`config.mk`:
```
export PLATFORM = sky130hd
export DESIGN_NAME = seq_wide_adder
export DESIGN_NICKNAME = d
export VERILOG_FILES = /design/src/rtl/seq_wide_adder.sv
export SDC_FILE = /design/constraint.sdc
export NUM_CORES = 1
export LEC_CHECK = 0
export CAP_MARGIN = 30
export CORE_MARGIN = 1
export CORE_UTILIZATION = 45
export CTS_BUF_LIST = sky130_fd_sc_hd__clkbuf_8
export DETAILED_ROUTE_END_ITERATION = 8
export MAX_ROUTING_LAYER = met4
export PLACE_DENSITY = 0.76
export SYNTH_ARGS = -nofsm -noshare
export SYNTH_HDL_FRONTEND = slang
export SYNTH_SLANG_ARGS = --single-unit
```
`constraint.sdc`:
```
create_clock -name clk -period 4.52 [get_ports clk]
set_clock_uncertainty 0.05 [all_clocks]
set_input_delay 0.904 -clock clk [delete_from_list [all_inputs] [get_ports clk]]
set_output_delay 0.904 -clock clk [all_outputs]
set_load 0.005 [all_outputs]
```
`src/rtl/seq_wide_adder.sv`:
```
// Multi-cycle wide adder: one byte pair per clock through fa8bit, LSB first. Optional signed
// overflow flag is compiled in when the OVERFLOW_FLAG_EN macro is defined.

// 8-bit ripple-carry adder.
// Latency: combinational.
// Backpressure: none.
module fa8bit (
    input  logic [7:0] a,
    input  logic [7:0] b,
    input  logic       cin,
    output logic [7:0] sum,
    output logic       cout
);

    logic [8:0] c;

    always_comb begin
        c    = '0;
        sum  = '0;
        c[0] = cin;
        for (int i = 0; i < 8; i++) begin
            sum[i]   = a[i] ^ b[i] ^ c[i];
            c[i+1]   = (a[i] & b[i]) | (c[i] & (a[i] ^ b[i]));
        end
        cout = c[8];
    end

endmodule

// Sequential NBYTES-wide adder built around fa8bit, carry chained through a register.
// Latency: start at E0, done high in the cycle after E(NBYTES); NBYTES+1 cycles per add.
// Backpressure: start is only accepted in IDLE or DONE; start during RUN is dropped.
module seq_wide_adder #(
    parameter  int NBYTES = 4,
    localparam int W      = 8 * NBYTES
) (
    input  logic         clk,
    input  logic         rst_n,
    input  logic         start,
    input  logic [W-1:0] op_a,
    input  logic [W-1:0] op_b,
    input  logic         cin,
    output logic         busy,
    output logic         done,
    output logic [W-1:0] result,
    output logic         cout
`ifdef OVERFLOW_FLAG_EN
    ,
    output logic         ovf
`endif
);

    localparam int IW = (NBYTES > 1) ? $clog2(NBYTES) : 1;

    typedef enum logic [1:0] {
        IDLE = 2'd0,
        RUN  = 2'd1,
        DONE = 2'd2
    } state_t;

    state_t          state_q;
    state_t          state_d;
    logic [IW-1:0]   idx_q;
    logic [W-1:0]    a_q;
    logic [W-1:0]    b_q;
    logic            carry_q;
    logic [W-1:0]    result_q;
    logic            cout_q;
    logic            accept;
    logic            last;
    logic [7:0]      a_byte;
    logic [7:0]      b_byte;
    logic [7:0]      fa_sum;
    logic            fa_cout;

    assign accept = start && ((state_q == IDLE) || (state_q == DONE));
    assign last   = (idx_q == IW'(NBYTES - 1));

    // Byte lane select from the captured operands.
    always_comb begin
        a_byte = '0;
        b_byte = '0;
        for (int i = 0; i < NBYTES; i++) begin
            if (idx_q == IW'(i)) begin
                a_byte = a_q[i*8 +: 8];
                b_byte = b_q[i*8 +: 8];
            end
        end
    end

    fa8bit u_fa8bit (
        .a    (a_byte),
        .b    (b_byte),
        .cin  (carry_q),
        .sum  (fa_sum),
        .cout (fa_cout)
    );

    always_ff @(posedge clk or negedge rst_n) begin
        if (!rst_n) begin
            state_q <= IDLE;
        end else begin
            state_q <= state_d;
        end
    end

    always_comb begin
        state_d = state_q;
        case (state_q)
            IDLE:    state_d = start ? RUN : IDLE;
            RUN:     state_d = last ? DONE : RUN;
            DONE:    state_d = start ? RUN : IDLE;
            default: state_d = IDLE;
        endcase
    end

    always_comb begin
        busy = (state_q == RUN);
        done = (state_q == DONE);
    end

    // result is never cleared on start; bytes are overwritten in turn during RUN.
    always_ff @(posedge clk or negedge rst_n) begin
        if (!rst_n) begin
            idx_q    <= '0;
            a_q      <= '0;
            b_q      <= '0;
            carry_q  <= 1'b0;
            result_q <= '0;
            cout_q   <= 1'b0;
        end else if (accept) begin
            a_q     <= op_a;
            b_q     <= op_b;
            carry_q <= cin;
            idx_q   <= '0;
        end else if (state_q == RUN) begin
            carry_q <= fa_cout;
            idx_q   <= last ? '0 : idx_q + IW'(1);
            for (int i = 0; i < NBYTES; i++) begin
                if (idx_q == IW'(i)) begin
                    result_q[i*8 +: 8] <= fa_sum;
                end
            end
            if (last) begin
                cout_q <= fa_cout;
            end
        end
    end

    assign result = result_q;
    assign cout   = cout_q;

`ifdef OVERFLOW_FLAG_EN
    logic ovf_q;

    // fa_sum[7] on the final edge is the sign bit of the full result.
    always_ff @(posedge clk or negedge rst_n) begin
        if (!rst_n) begin
            ovf_q <= 1'b0;
        end else if (!accept && (state_q == RUN) && last) begin
            ovf_q <= (a_q[W-1] == b_q[W-1]) && (fa_sum[7] != a_q[W-1]);
        end
    end

    assign ovf = ovf_q;
`endif

endmodule
```
==> results of run 1 <==
## layout by cell type, fill, tap and decap left out, types with 2 or more instances in the layout
cell,synthesis,routed
dfrtp_1,102,101
o211ai_1,10,10
inv_2,1,4
clkbuf_8,0,9
a31oi_1,6,6
nand3b_1,9,9
inv_1,8,5
o21ai_1,10,10
clkinvlp_4,0,2
ha_2,0,2
o21ai_0,12,12
buf_4,14,16
fa_2,0,8
clkinv_4,0,2
o221ai_1,10,9
o22ai_1,6,6
nand2_1,238,238
ha_4,0,2
mux2_2,13,13
clkdlybuf4s50_1,0,101
## cells by family after synthesis
family	share of synthesized area (%)
buffers and inverters	4.40
and+or+nand+nor	23.0
AOI/OAI and AO/OA	8.17
DFF	56.5
muxes	3.24
adders and majority gates	4.65
## synthesized netlist by cell type
| cell type | number |
|---|---|
| a21oi_1 | 1 |
| nand2b_2 | 1 |
| nor2_2 | 1 |
| nor2_1 | 1 |
| o211ai_1 | 10 |
| buf_4 | 14 |
| nand3b_2 | 1 |
| mux2_2 | 13 |
| nand2b_4 | 1 |
| or3b_1 | 1 |
| a21o_1 | 1 |
| nor2b_2 | 1 |
| inv_1 | 8 |
| o21ai_0 | 12 |
| dfrtp_1 | 102 |
| inv_2 | 1 |
| buf_2 | 9 |
| nor2b_1 | 1 |
| a22o_1 | 1 |
| a31oi_1 | 6 |
| fa_1 | 8 |
| nor3_1 | 1 |
| nand2b_1 | 1 |
| clkbuf_1 | 4 |
| ha_1 | 4 |
| nand3b_1 | 9 |
| o22ai_1 | 6 |
| o221ai_1 | 10 |
| o21ai_1 | 10 |
| nand2_1 | 238 |
## layout make-up
class,instances,area (µm²)
Clock buffer,9,124
Timing Repair Buffer,118,1160
Clock inverter,7,82.6
Sequential cell,102,2550
Inverter,9,33.8
Multi-Input combinational cell,339,1830
Fill cell,819,3780
Tap cell,133,166
## where the power goes
part	switching (mW)	total, mW	internal [mW]
registers	0.292	1.66	1.37
clock network	0.321	0.584	0.264
logic	1.32	2.52	1.20
total	1.93	4.76	2.83
## worst max-delay path: stages (launching register included)
cell and delay (ns):
dfrtp_2 0.46, inv_2 0.10, ha_2 0.23, nor2_2 0.07, o211ai_1 0.10, o221ai_1 0.18, fa_2 0.35, inv_1 0.07
fa_2 0.19, fa_2 0.19, inv_1 0.05, fa_2 0.35, fa_2 0.37, fa_2 0.35, fa_2 0.34, inv_2 0.06
fa_2 0.46, mux2_2 0.28
## worst paths after layout
check,cells past startpoint,from,end,slack [ns]
worst max-delay path,17,idx_q[0]$_DFFE_PN0P_,result[23]$_DFFE_PN0P_,0.16
worst min-delay path,1,rst_n,a_q[21]$_DFFE_PN0P_,0.28
worst max register to register,17,idx_q[0]$_DFFE_PN0P_,result[23]$_DFFE_PN0P_,0.16
worst min register to register,2,a_q[26]$_DFFE_PN0P_,a_q[26]$_DFFE_PN0P_,0.44
max in group asynchronous,3,rst_n,b_q[27]$_DFFE_PN0P_,3.23
min in group clk,2,a_q[26]$_DFFE_PN0P_,a_q[26]$_DFFE_PN0P_,0.44
## stage by stage
step	power (mW)	setup TNS [ns]	setup WS, ns	area, µm²	std cells
floorplan	3.08	0	0.0186	4520	477
global placement	3.92	0	0.0938	5640	698
detailed placement	4.05	-0.148	-0.0414	5640	698
CTS	4.64	0	0.00374	5860	715
global route	5.12	0	0.0158	5950	717
finish	4.76	0	0.162	5950	717
## state kept, by name, indices dropped and copies added (netlist names)
| name | cells |
|---|---|
| a_q | 32 |
| b_q | 32 |
| carry_q | 1 |
| cout | 1 |
| idx_q | 2 |
| result | 32 |
| state_q | 2 |
## routing by layer
| layer | vias to the layer above | global-route usage, % | share of wire, % |
|---|---|---|---|
| met1 | 1724 | 28.7 | 46 |
| met2 | 102 | 35.1 | 49 |
| met5 | - | - | 0 |
| met4 | 0 | 5.38 | 1.1 |
| li1 | 1748 | - | - |
| met3 | 10 | 3.08 | 4.6 |
## repair_timing
item | 4_1_cts | 5_1_grt
resized for setup | 4 | 15
pin swaps | 1 | 3
buffers inserted | 1 | 1
setup endpoints to repair | 4 | 4
==> flow_summary.yaml, run 1 <==
detailed_routing:
  vias: 3584
  routedWlPerCell_um: 14.7
  routed_via_density: 5.00
  wirelength_mm: 10.5
  drt_iter0_markers: 159
  dr.pass1.iters: 4
  drc: 0
  final_antenna_net_count: 0
synthesis:
  syn-num-nets: 557
  synthTopCellsByArea: "dfrtp_1, nand2_1, fa_1"
  syn_inst: 477
  yosys_warnings: 0
  syn_area_um2: 4520
  synth_cell_type_count: 30
  syn_avg_cell_area_um2: 9.47
  synth_top_area_cell: "dfrtp_1"
  yosys_register_bits: 102
  yosysTopAreaCellShare_pct: 56.5
  yosysSeqAreaShare_pct: 56.5
finish:
  syn2layout_area_growth_pct: 31.6
  nets: 659
  antenna_cells: 0
  drive_above_1_share_pct: 11.8
  finish.utilization_pct: 61.1
cts:
  clk-insertion-delay-late_ns: 0.36
  root_buffer: "clkbuf_8"
  clk_pin_slew_ns: 0.10
  holdBufCountCts: 0
  clk_path_buf_depth: 2
  cts.sinks: 102
  htreeDepth: 3
  cts_buffers: 9
  tritoncts: "built"
die:
  die_y_um: 102
  start_util_pct: 46.4
  ios: 103
  core_area_um2: 9730
  die_w_um: 102
  die-area_um2: 10400
  rows: 36
timing:
  max-slew-margin-rel_pct: 55.8
  fin_crit_ns: 4.36
  finalCritPeriodShare_pct: 96.4
  worst_pin_slew_ns: 0.663
  timing.fmax_ghz: 0.229
  finalHoldWorstSlack_ns: 0.280
  hold_viol_final: 0
  final-setup-viol-count: 0
  slew_violations: 0
  rsz0062_at_grt: "false"
grt:
  grt_pass1_vias: 3498
  grt_max_degree: 80
  antenna_found_initial: 0
  grt_pass1_wl_mm: 16.7
  grt_overflow: 0
  grt_usage_pct: 21.6
place:
  place_hpwl_mm: 7.80
  gp_congestion: 0.863
  port_buffers: 102
job:
  max-cap-violations: 0
critical_path:
  arrival_ns: 4.55
  path_max_fanout: 4
  crit_path_end_kind: "flip-flop"
  critical_path_required_ns: 4.72
  crit_type: "reg2reg"
  startpoint_type: "flip-flop"
pwr:
  pwr_density_cell_nw_per_um2: 801
  p_leak_nw: 2.78
  irDropWorstVdd_mv: 0.402
hold_path:
  min_path_type: "in2async"
run_status:
  outcome: "finished, final reports clean"
(Power assumes the default switching activity.)
==> run 2, diff against run 1 <==
--- a/config.mk
+++ b/config.mk
@@ -10,6 +10,7 @@
 export CORE_UTILIZATION = 45
 export CTS_BUF_LIST = sky130_fd_sc_hd__clkbuf_8
 export DETAILED_ROUTE_END_ITERATION = 8
+export GPL_TIMING_DRIVEN = 0
 export MAX_ROUTING_LAYER = met4
 export PLACE_DENSITY = 0.76
 export SYNTH_ARGS = -nofsm -noshare
==> run 2 against run 1 <==
Compared with the run above:
- the run now ends with negative setup slack left
- count of clock-buffer cells in the layout did not move
- maximum frequency fell by 3.7%
- first-iteration DRC count rose by 13%
- cell area rose by 3.2%
- largest power group unchanged
- non-clock buffer count rose by 26
- highest routed layer unchanged
- largest cell class unchanged
- wire length rose by 6.3%
- critical endpoint is now result[7]$_DFFE_PN0P_
- final cell count rose by 3.6%
==> flow_summary.yaml, run 2 (synthesis gave the netlist of run 1 again) <==
place:
  pre_cts_ws_ns: -0.632
  port_buffers: 102
  gp_congestion: 0.865
  place_hpwl_mm: 8.50
critical_path:
  worst-r2r-setup-slack_ns: -0.006
  critical_path_required_ns: 4.72
  r2r_cells: 17
  critPathBufInv: 5
  crit_type: "reg2reg"
  startpoint_type: "flip-flop"
  startpoint: "idx_q[1]$_DFFE_PN0P_"
  path_delay_family: "adder cells"
  arrival_ns: 4.73
  crit_top_cell: "fa_2"
  path_max_fanout: 8
  cp_slowest_cell: "fa_2"
  max_stage_delay_ns: 0.46
  rr_startpoint: "idx_q[1]$_DFFE_PN0P_"
  worstPathCellList: "inv_2 > ha_4 > buf_8 > o211ai_1 > o221ai_2 > fa_2 > inv_2 > fa_2 > fa_1 > inv_1 > fa_2 > fa_2 > fa_2 > fa_2 > inv_2 > fa_2 > mux2_2"
  rr_endpoint: "result[7]$_DFFE_PN0P_"
  crit_path_end_kind: "flip-flop"
die:
  start_util_pct: 46.4
  ios: 103
  die-area_um2: 10400
  die_w_um: 102
  die_y_um: 102
  rows: 36
  core_area_um2: 9730
finish:
  nFillCells: 836
  syn2layout_area_growth_pct: 35.8
  drive_above_1_share_pct: 15.1
  antenna_cells: 0
  final_common_cell: "nand2_1"
  final_cell_mix: "nand2_1, dfrtp_1, clkdlybuf4s50_1, buf_4"
  nets: 685
cts:
  holdBufCountCts: 0
  root_buffer: "clkbuf_8"
  clk_path_buf_depth: 2
  cts.sinks: 102
  clk-insertion-delay-late_ns: 0.37
  cts_buffers: 9
  htreeDepth: 3
  clk_pin_slew_ns: 0.09
  tritoncts: "built"
grt:
  grt_use_met3_pct: 3.28
  antenna_found_initial: 0
  grt_overflow: 0
  grt_usage_pct: 23.4
  grt_max_degree: 55
  grt_pass1_wl_mm: 17.8
  grtUsageMet2_pct: 37.8
  grt_pass1_vias: 3595
  busiest_layer: "met2"
  met1_usage_pct: 30.2
detailed_routing:
  routed_via_density: 4.95
  dr.pass1.iters: 4
  routedWlPerCell_um: 15.0
  wirelength_mm: 11.2
  vias: 3679
  drt_iter0_markers: 179
  drc: 0
  final_antenna_net_count: 0
hold_path:
  whs_path_depth: 2
  whs_endpoint: "b_q[23]$_DFFE_PN0P_"
  worstHoldStart: "b_q[23]$_DFFE_PN0P_"
  min_path_type: "reg2reg"
pwr:
  p_leak_nw: 2.89
  irDropWorstVdd_mv: 0.368
  finalPower_mw: 4.91
  pwr_density_cell_nw_per_um2: 800
timing:
  max-slew-margin-rel_pct: 58.0
  rsz0062_at_grt: "true"
  hold_viol_final: 0
  timing.fmax_ghz: 0.221
  finalCritPeriodShare_pct: 100
  setup_ws_ns: -0.00626
  fin_crit_ns: 4.53
  final-setup-viol-count: 1
  slew_violations: 0
  setup_tns_ns: -0.00626
  worst_pin_slew_ns: 0.630
job:
  max-cap-violations: 0
run_status:
  violations: "negative setup slack"
  outcome: "finished, violations left"
==> run 2: cell count changes in the layout (fill, tap and decap cells not counted), moves of 2 or more <==
cell | before | now
ha_2 | 2 | 0
buf_2 | 0 | 5
buf_4 | 16 | 32
clkbuf_1 | 0 | 2
buf_8 | 0 | 2
ha_4 | 2 | 4
==> run 2: worst min-delay path, cell delays in order, from the launching register on <==
cell     delay (ns)
dfrtp_1        0.35
nand2_1        0.05
nand2_1        0.05
==> run 2: cell type report <==
| class | instances | area, µm² | area share, % |
|---|---|---|---|
| clock buffer | 9 | 124 | 2.02 |
| timing repair buffer | 121 | 1180 | 19.2 |
| clock inverter | 7 | 50.0 | 0.816 |
| tap | 133 | 166 | 2.71 |
| multi-input combinational | 339 | 1850 | 30.2 |
| sequential | 102 | 2550 | 41.6 |
| buffer | 23 | 171 | 2.79 |
| inverter | 9 | 36.3 | 0.591 |
==> run 2: worst max-delay path by stage <==
stage | endpoint | slack [ns] | cells past startpoint
after floorplan | result[15]$_DFFE_PN0P_ | 0.02 | 19
after global placement | b_q[12]$_DFFE_PN0P_ | -1.06 | 1
after detailed placement | result[7]$_DFFE_PN0P_ | -0.63 | 18
after CTS | result[7]$_DFFE_PN0P_ | -0.02 | 18
after global routing | result[7]$_DFFE_PN0P_ | -0.12 | 17
final | result[7]$_DFFE_PN0P_ | -0.006 | 17
==> run 2: per-layer routing <==
layer | share of wire, % | routed length [µm] | up-vias
met5 | 0 | 0 | -
li1 | - | - | 1795
met3 | 5.1 | 565 | 14
met4 | 1.8 | 200 | 0
met1 | 44 | 4970 | 1759
met2 | 49 | 5440 | 111
==> run 2: per-stage QoR <==
step	instances	instance area (µm²)	hold slack [ns]	utilization (%)
global placement	712	5710	0.409	58.7
detailed placement	713	5730	0.417	58.9
CTS	734	6070	0.438	62.3
finish	743	6140	0.435	63.1
floorplan	477	4520	0.389	-
global route	743	6140	0.453	63.1
==> run 2: what timing repair did <==
item | in CTS | in global routing
setup buffers | 8 | 10
gates resized for setup | 33 | 3
endpoints found under the setup margin | 10 | 4
gates cloned | 0 | 0
pin swaps | 3 | 1
==> run 2: power by group <==
group	total, mW	leakage, nW	switching [mW]	internal (mW)
clock	0.526	0.0874	0.324	0.202
sequential	1.63	1.26	0.266	1.37
combinational	2.75	1.55	1.41	1.34
total	4.91	2.89	2.00	2.91
==> run 3, diff against run 2 <==
--- a/config.mk
+++ b/config.mk
@@ -5,7 +5,7 @@
 export SDC_FILE = /design/constraint.sdc
 export NUM_CORES = 1
 export LEC_CHECK = 0
-export CAP_MARGIN = 30
+export CAP_MARGIN = 40
 export CORE_MARGIN = 1
 export CORE_UTILIZATION = 45
 export CTS_BUF_LIST = sky130_fd_sc_hd__clkbuf_8
@@ -13,6 +13,7 @@
 export GPL_TIMING_DRIVEN = 0
 export MAX_ROUTING_LAYER = met4
 export PLACE_DENSITY = 0.76
+export SETUP_SLACK_MARGIN = 0.15
 export SYNTH_ARGS = -nofsm -noshare
 export SYNTH_HDL_FRONTEND = slang
 export SYNTH_SLANG_ARGS = --single-unit
==> run 3 against run 2 <==
Compared with the run above:
- the run still ends with negative setup slack left
- flip-flop and latch count stayed put
- largest cell class unchanged
- sequential share of layout area is 0.40 points higher
- final cell count is 1.2% lower
- register-to-register slack worse by 0.15 ns
- clock power is 13% higher
- highest routed layer unchanged
- worst setup slack worse by 0.15 ns
- wire length is 0.69% lower
- global-route usage hardly changed
- first-iteration DRC count is 30% higher
==> flow_summary.yaml, run 3 (synthesis gave the netlist of run 1 again) <==
run_status:
  outcome: "finished, violations left"
  violations: "negative setup slack"
finish:
  final_cell_mix: "nand2_1, clkdlybuf4s50_1, dfrtp_1, buf_4, o21ai_0"
  syn2layout_area_growth_pct: 34.6
  final_area_um2: 6080
  drive_above_1_share_pct: 14.5
  antenna_cells: 0
  nFillCells: 831
  final_common_cell: "nand2_1"
  nets: 676
  finish.utilization_pct: 62.5
place:
  place_area_um2: 5750
  port_buffers: 102
  place_hpwl_mm: 8.24
  gp_congestion: 0.868
critical_path:
  path_max_fanout: 4
  crit_type: "reg2reg"
  rr_endpoint: "result[23]$_DFFE_PN0P_"
  rr_startpoint: "idx_q[0]$_DFFE_PN0P_"
  critical_path_required_ns: 4.73
  r2r_cells: 19
  worst-r2r-setup-slack_ns: -0.16
  startpoint_type: "flip-flop"
  arrival_ns: 4.89
  startpoint: "idx_q[0]$_DFFE_PN0P_"
  crit_path_end_kind: "flip-flop"
pwr:
  pwr_density_cell_nw_per_um2: 807
  p_leak_nw: 2.86
  irDropWorstVdd_mv: 0.337
detailed_routing:
  drt_iter0_markers: 232
  dr.pass1.iters: 6
  final_antenna_net_count: 0
  routed_via_density: 4.97
  vias: 3648
  routedWlPerCell_um: 15.1
  wirelength_mm: 11.1
  drc: 0
timing:
  slew_violations: 0
  worst_pin_slew_ns: 0.555
  setup_ws_ns: -0.159
  fin_crit_ns: 4.68
  max-slew-margin-rel_pct: 63.0
  rsz0062_at_grt: "true"
  timing.fmax_ghz: 0.214
  final-setup-viol-count: 4
  finalCritPeriodShare_pct: 104
  hold_viol_final: 0
cts:
  htreeDepth: 3
  cts_buffers: 9
  clk_path_buf_depth: 2
  root_buffer: "clkbuf_8"
  holdBufCountCts: 0
  cts.sinks: 102
  tritoncts: "built"
  clk-insertion-delay-late_ns: 0.37
  clk_pin_slew_ns: 0.10
hold_path:
  worstHoldStart: "b_q[4]$_DFFE_PN0P_"
  whs_path_depth: 2
  min_path_type: "reg2reg"
  whs_endpoint: "b_q[4]$_DFFE_PN0P_"
die:
  die-area_um2: 10400
  start_util_pct: 46.4
  ios: 103
  die_y_um: 102
  die_w_um: 102
  core_area_um2: 9730
  rows: 36
grt:
  antenna_found_initial: 0
  grt_overflow: 0
  grt_usage_pct: 23.4
  grt_pass1_wl_mm: 17.7
  grt_pass1_vias: 3660
  grt_max_degree: 61
job:
  max-cap-violations: 0
==> run 3: cell types whose count changed in the layout (fill, tap and decap cells not counted), sizes merged <==
cell / delta
buf: -9
bufinv: +1
clkinvlp: -1
==> run 3: critical path: stages, from the launching register on <==
cell and delay (ns):
dfrtp_2 0.47, inv_4 0.10, ha_4 0.13, buf_6 0.10
buf_6 0.10, nand2_1 0.06, o211ai_1 0.27, o221ai_2 0.18
fa_2 0.38, inv_2 0.06, fa_2 0.19, fa_2 0.20
inv_2 0.04, fa_2 0.34, fa_2 0.35, fa_2 0.35
fa_2 0.35, inv_2 0.08, fa_2 0.46, mux2_4 0.29
==> run 3: stage by stage <==
stage | setup slack [ns] | setup TNS (ns) | hold slack [ns] | cells | power, mW
2_1_floorplan | 0.178 | 0 | 0.389 | 477 | 3.13
5_1_grt | -0.237 | -0.912 | 0.456 | 734 | 5.28
3_5_place_dp | -0.406 | -1.65 | 0.414 | 713 | 4.13
3_3_place_gp | -1.07 | -110.20 | 0.410 | 712 | 4.01
6_report | -0.159 | -0.609 | 0.437 | 734 | 4.91
4_1_cts | -0.115 | -0.437 | 0.436 | 733 | 4.83
==> run 3: cell type report <==
type                            count  area [µm²]  area share [%]
Buffer                             27         191            3.15
Clock buffer                        9         124            2.04
Clock inverter                      7        80.1            1.32
Inverter                            9        36.3           0.597
Multi-Input combinational cell    339        1840            30.3
Sequential cell                   102        2550            42.0
Tap cell                          133         166            2.74
Timing Repair Buffer              108        1080            17.8
==> run 3: worst max-delay path by stage <==
stage	end	slack [ns]
floorplan	result[15]$_DFFE_PN0P_	0.18
global placement	b_q[12]$_DFFE_PN0P_	-1.07
detailed placement	result[31]$_DFFE_PN0P_	-0.41
CTS	result[31]$_DFFE_PN0P_	-0.12
global route	result[23]$_DFFE_PN0P_	-0.24
finish	result[23]$_DFFE_PN0P_	-0.16
==> run 3: where the power goes <==
group	total (mW)	switching, mW	internal (mW)
clock network	0.593	0.329	0.264
logic	2.68	1.40	1.29
registers	1.63	0.262	1.37
==> run 3: timing repair <==
item	4_1_cts	5_1_grt
resized for setup	17	13
setup endpoints to repair	6	6
buffers inserted	4	1
pin swaps	3	1
==> run 3: metal layers <==
metal  track usage (%)  share of wire (%)  vias to the layer above
li1                  -                  -                     1775
met1              29.6                 44                     1707
met2              37.2                 47                      139
met3              4.04                5.4                       27
met4              10.0                3.2                        0
met5                 -                  0                        -
